`config.mk`:
```
export PLATFORM = sky130hd
export DESIGN_NAME = clock_reset_ctrl
export DESIGN_NICKNAME = d
export VERILOG_FILES = /design/src/rtl/clockworks_pkg.sv /design/src/rtl/clock_reset_ctrl_step_debouncer.sv /design/src/rtl/clock_reset_ctrl.sv
export SDC_FILE = /design/constraint.sdc
export NUM_CORES = 1
export LEC_CHECK = 0
export ABC_AREA = 1
export CAP_MARGIN = 15
export CORE_MARGIN = 1.5
export CORE_UTILIZATION = 57
export CTS_CLUSTER_SIZE = 30
export DETAILED_ROUTE_END_ITERATION = 6
export HOLD_SLACK_MARGIN = 0.08
export PLACE_DENSITY = 0.85
export SYNTH_ARGS = -nofsm -noshare
export SYNTH_HDL_FRONTEND = slang
export SYNTH_SLANG_ARGS = --single-unit
```
`constraint.sdc`:
```
create_clock -name CLK -period 3.4 [get_ports CLK]
set_input_delay 0.34 -clock CLK [delete_from_list [all_inputs] [get_ports CLK]]
set_output_delay 0.34 -clock CLK [all_outputs]
set_load 0.01 [all_outputs]
```
`src/rtl/clockworks_pkg.sv`:
```
// Shared definitions for the clock/reset manager: mode codes, FSM states,
// and the counter-width helper used by the hold and debounce counters.
package clockworks_pkg;

  localparam logic [1:0] MODE_RUN  = 2'd0;
  localparam logic [1:0] MODE_DIV  = 2'd1;
  localparam logic [1:0] MODE_STEP = 2'd2;

  typedef enum logic {
    S_HOLD = 1'b0,
    S_RUN  = 1'b1
  } state_t;

  // One spare bit above clog2 so a counter can hold n-1 and saturate cleanly.
  function automatic int cnt_w(input int n);
    return $clog2(n) + 1;
  endfunction

endpackage

```
`src/rtl/clock_reset_ctrl_step_debouncer.sv`:
```
// Push-button conditioner: 2-flop synchroniser, stability counter, and a
// registered one-cycle pulse on every accepted 0->1 level change.
module step_debouncer
  import clockworks_pkg::*;
#(
  parameter int DEB_CYCLES = 4
) (
  input  logic CLK,
  input  logic RESET,
  input  logic raw_in,
  output logic rise_pulse
);

  localparam int CW = cnt_w(DEB_CYCLES);
  localparam logic [CW-1:0] DEB_LAST = CW'(DEB_CYCLES - 1);

  logic [1:0]    sync_q, sync_d;
  logic          lvl_q, lvl_d;
  logic [CW-1:0] cnt_q, cnt_d;
  logic          rise_q, rise_d;

  // cnt_q counts consecutive synchronised samples that disagree with lvl_q.
  always_comb begin
    sync_d = {sync_q[0], raw_in};
    lvl_d  = lvl_q;
    cnt_d  = '0;
    rise_d = 1'b0;
    if (sync_q[1] != lvl_q) begin
      if (cnt_q == DEB_LAST) begin
        lvl_d  = sync_q[1];
        rise_d = sync_q[1];
      end else begin
        cnt_d = cnt_q + 1'b1;
      end
    end
  end

  always_ff @(posedge CLK or negedge RESET) begin
    if (!RESET) begin
      sync_q <= '0;
      lvl_q  <= 1'b0;
      cnt_q  <= '0;
      rise_q <= 1'b0;
    end else begin
      sync_q <= sync_d;
      lvl_q  <= lvl_d;
      cnt_q  <= cnt_d;
      rise_q <= rise_d;
    end
  end

  assign rise_pulse = rise_q;

endmodule

```
`src/rtl/clock_reset_ctrl.sv`:
```
// SoC clock/reset manager: synchronised, timed, soft-extendable core reset and
// per-channel clock enables (free-run, divided, or single-step).
module clock_reset_ctrl
  import clockworks_pkg::*;
#(
  parameter int NUM_CH      = 2,
  parameter int DIV_W       = 8,
  parameter int SYNC_STAGES = 2,
  parameter int HOLD_CYCLES = 16,
  parameter int DEB_CYCLES  = 4
) (
  input  logic                    CLK,
  input  logic                    RESET,
  input  logic                    soft_rst_req,
  input  logic [1:0]              mode,
  input  logic [NUM_CH*DIV_W-1:0] div_ratio,
  input  logic                    step_btn,
  output logic                    resetn,
  output logic [NUM_CH-1:0]       ce,
  output logic                    ready
);

  localparam int HW = cnt_w(HOLD_CYCLES);
  localparam logic [HW-1:0] HOLD_LAST = HW'(HOLD_CYCLES - 1);

  logic [SYNC_STAGES-1:0] sync_q, sync_d;
  logic                   rst_s;
  state_t                 state_q, state_d;
  logic [HW-1:0]          hold_q, hold_d;
  logic                   resetn_q, resetn_d;
  logic [1:0]             mode_q, mode_d;
  logic [NUM_CH-1:0]      ce_q, ce_d;
  logic [NUM_CH-1:0]      div_ce;
  logic                   run_d;
  logic                   mode_chg;
  logic                   step_rise;

  assign sync_d = {sync_q[SYNC_STAGES-2:0], 1'b1};
  assign rst_s  = sync_q[SYNC_STAGES-1];

  always_comb begin
    state_d = state_q;
    hold_d  = hold_q;
    if (state_q == S_HOLD) begin
      if (!rst_s || soft_rst_req) begin
        hold_d = '0;
      end else if (hold_q == HOLD_LAST) begin
        state_d = S_RUN;
        hold_d  = '0;
      end else if (hold_q != '1) begin
        hold_d = hold_q + 1'b1;
      end
    end else if (soft_rst_req) begin
      state_d = S_HOLD;
      hold_d  = '0;
    end
  end

  // Outputs are registered from the next state so resetn, ready and ce all
  // change on the same edge as the state register.
  assign run_d    = (state_d == S_RUN);
  assign resetn_d = run_d;
  assign mode_d   = mode;
  assign mode_chg = (mode != mode_q);

  step_debouncer #(
    .DEB_CYCLES(DEB_CYCLES)
  ) u_step (
    .CLK       (CLK),
    .RESET     (RESET),
    .raw_in    (step_btn),
    .rise_pulse(step_rise)
  );

  for (genvar i = 0; i < NUM_CH; i++) begin : g_div
    logic [DIV_W-1:0] cnt_q, cnt_d;
    logic [DIV_W-1:0] ratio;
    logic             hit;

    assign ratio = div_ratio[i*DIV_W +: DIV_W];

    // Ratio is compared with >= so lowering it below the count fires at once.
    always_comb begin
      cnt_d = '0;
      hit   = 1'b0;
      if (run_d && !mode_chg && mode_q == MODE_DIV) begin
        if (cnt_q >= ratio) hit = 1'b1;
        else                cnt_d = cnt_q + 1'b1;
      end
    end

    always_ff @(posedge CLK or negedge RESET) begin
      if (!RESET) cnt_q <= '0;
      else        cnt_q <= cnt_d;
    end

    assign div_ce[i] = hit;
  end

  always_comb begin
    ce_d = '0;
    if (run_d && !mode_chg) begin
      case (mode_q)
        MODE_DIV:  ce_d = div_ce;
        MODE_STEP: ce_d = {NUM_CH{step_rise}};
        default:   ce_d = '1;
      endcase
    end
  end

  always_ff @(posedge CLK or negedge RESET) begin
    if (!RESET) begin
      sync_q   <= '0;
      state_q  <= S_HOLD;
      hold_q   <= '0;
      resetn_q <= 1'b0;
      mode_q   <= MODE_RUN;
      ce_q     <= '0;
    end else begin
      sync_q   <= sync_d;
      state_q  <= state_d;
      hold_q   <= hold_d;
      resetn_q <= resetn_d;
      mode_q   <= mode_d;
      ce_q     <= ce_d;
    end
  end

  assign resetn = resetn_q;
  assign ready  = resetn_q;
  assign ce     = ce_q;

endmodule
```
## After elaboration in Yosys (flattened, before gate mapping)

Index checks and enable logic that the tools add are counted.
Widths: inputs -> output; s select.

| operators by class | value |
|---|---|
| equal/unequal tests | 8 |
| reduce and logical (&&, ||, !) cells | 8 |
| mux-type cells | 23 |
| magnitude comparators | 2 |
| add/sub/neg operators | 4 |

Operators with widths:

| operator | count |
|---|---|
| $mux 8 | 4 |
| $mux 5 | 5 |
| $add 8x1->8 const B | 2 |
| $ge 8x8->1 | 2 |
| $mux 1 | 10 |
| $mux 3 | 2 |
| $add 5x1->5 const B | 1 |
| $eq 5x4->1 const B | 1 |
| $ne 5x5->1 const B | 1 |
| $pmux 2 s2 | 1 |
| $reduce_and 2->1 | 2 |
| $reduce_bool 4->1 | 1 |
| $add 3x1->3 const B | 1 |
| $eq 3x2->1 const B | 1 |
| $eq 2x1->1 const B | 1 |
| $eq 2x2->1 const B | 1 |
| $logic_and 1x1->1 | 2 |
| $logic_not 1->1 | 2 |
| $mux 2 | 1 |
| $ne 2x2->1 | 1 |
| $ne 2x2->1 const B | 1 |
| $logic_or 1x1->1 | 1 |
| $ne 1x1->1 | 1 |

| word-level totals | value |
|---|---|
| register bits after elaboration | 35 |
| output and inout bits | 4 |
| logic and storage cells | 56 |

## Depth between registers and ports, before layout

| logic depth | value |
|---|---|
| depth after elaboration | 9 |
| gate-level depth with buffers | 11 |
| depth with buffers taken out | 11 |

## Modules after synthesis

From an unflattened synthesis, not the netlist that was laid out.

| second synthesis, totals | value |
|---|---|
| cells, all modules | 255 |
| area, all modules | 2105.8 µm² |

By module, submodules not included:

| module | area each (µm²) | cells each | times used |
|---|---|---|---|
| clock_reset_ctrl | 1840.5 | 228 | 1 |
| step_debouncer | 265.3 | 27 | 1 |

## Least setup slack after synthesis

No wires, ideal clock.

| path | value |
|---|---|
| path type | flip-flop to flip-flop |
| start | register g_div[0].cnt_q[5] |
| end | register ce_q[0], in the netlist ce[0] |
| slack | 1.927 ns |
| stages on the path, launching flop included | 8 |
| library setup time | 0.118 ns |
| path buffers | 0 |
| period minus slack after synthesis | 1.473 ns |
| data arrival time | 1.355 ns |
| cell sequence | dfrtp_1 > ha_1 > a21oi_1 > nor2_1 > nor3_2 > nand2_1 > nand2_1 > nand2_1 |

| on the way | value |
|---|---|
| cells in the longest elaborated chain, start to end | 5 |

RTL lines:

| what | line | source |
|---|---|---|
| start: declaration | clock_reset_ctrl.sv:76 | `logic [DIV_W-1:0] cnt_q, cnt_d;` |
| start signal: assignment | clock_reset_ctrl.sv:94 | `else cnt_q <= cnt_d;` |
| $ge 8x8->1 | clock_reset_ctrl.sv:87 | `if (cnt_q >= ratio) hit = 1'b1;` |
| $mux 1 | clock_reset_ctrl.sv:87 |  |
| $mux 1 | clock_reset_ctrl.sv:86 | `if (run_d && !mode_chg && mode_q == MODE_DIV) begin` |
| $pmux 2 s2 | clock_reset_ctrl.sv:103 | `case (mode_q)` |
| $mux 2 | clock_reset_ctrl.sv:102 | `if (run_d && !mode_chg) begin` |
| net ce_d[0] | clock_reset_ctrl.sv:32 | `logic [NUM_CH-1:0] ce_q, ce_d;` |
| end signal: assignment | clock_reset_ctrl.sv:118 | `ce_q <= '0;` |
| end signal: assignment | clock_reset_ctrl.sv:125 | `ce_q <= ce_d;` |
| end: declaration | clock_reset_ctrl.sv:32 |  |

The timed path passes the listed nets, and every way through them passes these cells.
A chain may end at the register's enable or synchronous reset.

## Final worst setup path

| path | value |
|---|---|
| start | input div_ratio[5] |
| end | register ce_q[0], in the netlist ce[0] |

| on the way | value |
|---|---|
| cells in the longest elaborated chain, start to end | 5 |

RTL lines:

| what | line | source |
|---|---|---|
| start: declaration | clock_reset_ctrl.sv:16 | `input logic [NUM_CH*DIV_W-1:0] div_ratio,` |
| $ge 8x8->1 | clock_reset_ctrl.sv:87 |  |
| $mux 1 | clock_reset_ctrl.sv:87 |  |
| $mux 1 | clock_reset_ctrl.sv:86 |  |
| $pmux 2 s2 | clock_reset_ctrl.sv:103 |  |
| $mux 2 | clock_reset_ctrl.sv:102 |  |
| net ce_d[0] | clock_reset_ctrl.sv:32 |  |

The timed path passes the listed nets, and every way through them passes these cells.

==> results.cfg <==
[synthesis]
ys_types = 27
syn-num-nets = 291
synth_simple_gate_area_share_pct = 28.5
synthArstFlopShare_pct = 100
synth_top_family_by_area = simple AND/OR/NAND/NOR gates
synth_edf_count = 0
yosysTopAreaCell = dfrtp_1
ys_seq_elements = 35
synth_area_um2 = 2100
synth_top_cell_area_share_pct = 41.8
synth_xor_area_share_pct = 2.92
synth_area_per_cell_um2 = 8.49
ys_seq_area_share_pct = 41.8
synthTopCellsByArea = dfrtp_1 (42%), ha_1 (13%), nand2_1 (10%)
yosys_warnings = 0
synth_flop_cell = dfrtp_1
synthAdderAreaFrac_pct = 13.1
synth_compound_area_share_pct = 4.24
muxShareOfSynthArea_pct = 0
netlist_instances = 247

[worst_setup_path]
path_max_fanout = 7
r2r_slack_ps = 1690
cp-start-kind = primary input
cp_slowest_cell = clkdlybuf4s50_1
arrival_ps = 1990
worstPathCellList = clkdlybuf4s50_1 > inv_1 > ha_1 > a21oi_1 > nor2_1 > nor3_2 > nand2_1 > nand2_1 > nand2_1
cp_top_family = simple AND/OR/NAND/NOR gates
cp.required_ps = 3580
reg2reg_depth = 7
criticalPathCategory = in2reg
crit_buf_inv = 2
cpMostUsedCell = nand2_1
cp_slowest_stage_delay_ps = 450
crit_cells = 9
end_kind = flip-flop

[placed_design]
port_buffers = 25
place.gp.congestion = 0.817
dp_hpwl_mm = 2.67

[clocking]
post_cts_buffers = 0
clk_pin_slew_ps = 70
cts-resized-gates = 0
cts_buffer_depth = 2
numCtsBuffers = 5
cts.sinks = 35
clock_latency_ps = 290
hold_buffers = 0
cts-root-buf = clkbuf_8
htree_levels = 2
cts_tree = built

[drt]
drc = 0
wl_per_cell_um = 11.0
dr.pass1.iters = 4
vias_per_cell = 5.08
drt_iter0_markers = 51
antenna_left = 0
via_count = 1651
routed_wl_mm = 3.59

[die]
num_rows = 21
die_y_um = 63.7
dieArea_um2 = 4050
initial_core_util_pct = 60.9
io_pins = 26
core-area_um2 = 3440
fp.dieW_um = 63.7

[timing]
maxSlewViolCount = 0
finalCritPeriodShare_pct = 53.5
setup_viol = 0
finalHoldViolCount = 0
max_freq_mhz = 550
period_minus_slack_ps = 1820
fin_worst_hold_slack_ps = 349
setup_tns_ps = 0
worst_clock_skew_ps = 15.5
rsz0062_at_grt = no

[pwr]
leakage_nw = 1.31
vdd_drop_max_mv = 0.343
pwr_density_cell_nw_per_um2 = 367
fin_total_pwr_uw = 919

[finish]
drive_gt1_share_pct = 10.0
final_common_cell = nand2_1
final_cell_mix = nand2_1 (57), inv_1 (44), dfrtp_1 (35)
area_delta_synth_final_pct = 19.5
num_antenna_cells = 0
nNetsFinal = 322

[global_routing]
grt_pass1_wl_mm = 6.40
grt_overflow = 0
grt_pass1_vias = 1591
track_usage_pct = 20.4
grt_max_degree = 36
antenna_found_initial = 0

[min_path]
min_path_cells = 0
hold_path.class = reg2reg

[outcome]
status = finished, final reports clean

[run]
max-cap-violations = 0
## power breakdown
| part | leakage (nW) | switching [mW] | internal [mW] |
|---|---|---|---|
| Sequential | 0.471 | 0.0117 | 0.437 |
| Clock | 0.0581 | 0.151 | 0.218 |
| Combinational | 0.783 | 0.0522 | 0.0495 |
| Total | 1.31 | 0.215 | 0.704 |
## metal layers
layer | share of wire, % | vias up | wire (um) | GRT usage, %
met5 | 0 | - | 0 | 0
met4 | 0.61 | 0 | 22 | 8.15
met3 | 3.5 | 2 | 126 | 5.54
met2 | 50 | 26 | 1800 | 36.7
met1 | 46 | 769 | 1640 | 22.5
li1 | - | 854 | - | -
## sequential cells by signal, summed over array words and instances, names as in the netlist
name and count:
u_step.rise_pulse 1, mode_q 2, ready 1, u_step.cnt_q 3, u_step.lvl_q 1, hold_q 5, sync_q 2, u_step.sync_q 2
ce 2, g_div.cnt_q 16
## cell usage after synthesis, types with 3 or more instances
cell,n
inv_1,44
nor3_2,9
inv_2,3
nand2_1,57
a21oi_1,7
nor2_1,15
o21ai_0,4
nand3_1,11
xnor2_1,6
nand4_1,7
dfrtp_1,35
nand3b_1,4
nor3_1,10
ha_1,22
## through the flow
| step | util, % | instances | worst slack [ps] | cell area [um^2] |
|---|---|---|---|---|
| 6_report | 72.8 | 325 | 1580 | 2510 |
| 5_1_grt | 72.8 | 325 | 1410 | 2510 |
| 4_1_cts | 72.8 | 325 | 1610 | 2510 |
| 3_5_place_dp | 69.5 | 317 | 1320 | 2390 |
| 3_3_place_gp | 69.5 | 317 | 1400 | 2390 |
| 2_1_floorplan | - | 247 | 1930 | 2100 |
## path summary, 6_finish.rpt
kind / start / to
min reg2reg: sync_q[0]$_DFF_PN0_ / sync_q[1]$_DFF_PN0_
max in group asynchronous: RESET / u_step.cnt_q[2]$_DFF_PN0_
max reg2reg: g_div[0].cnt_q[5]$_DFF_PN0_ / ce[0]$_DFF_PN0_
max: div_ratio[5] / ce[0]$_DFF_PN0_
min in group asynchronous: RESET / g_div[1].cnt_q[2]$_DFF_PN0_
min: sync_q[0]$_DFF_PN0_ / sync_q[1]$_DFF_PN0_
## area by class of cell
type / instances / area [um^2]
Multi-Input combinational cell: 163 / 1030
Fill cell: 276 / 936
Tap cell: 46 / 57.6
Sequential cell: 35 / 876
Clock inverter: 3 / 43.8
Clock buffer: 5 / 68.8
Inverter: 47 / 176
Timing Repair Buffer: 26 / 258
## logic make-up (layout without fill, tap and decap cells)
family	count (synthesis)	in the layout
other cells	1	1
simple gates	118	118
flops	35	35
fa+ha+maj	22	22
compound gates	15	15
buf+inv	49	81
xor+xnor	7	7
(Power assumes the default switching activity.)
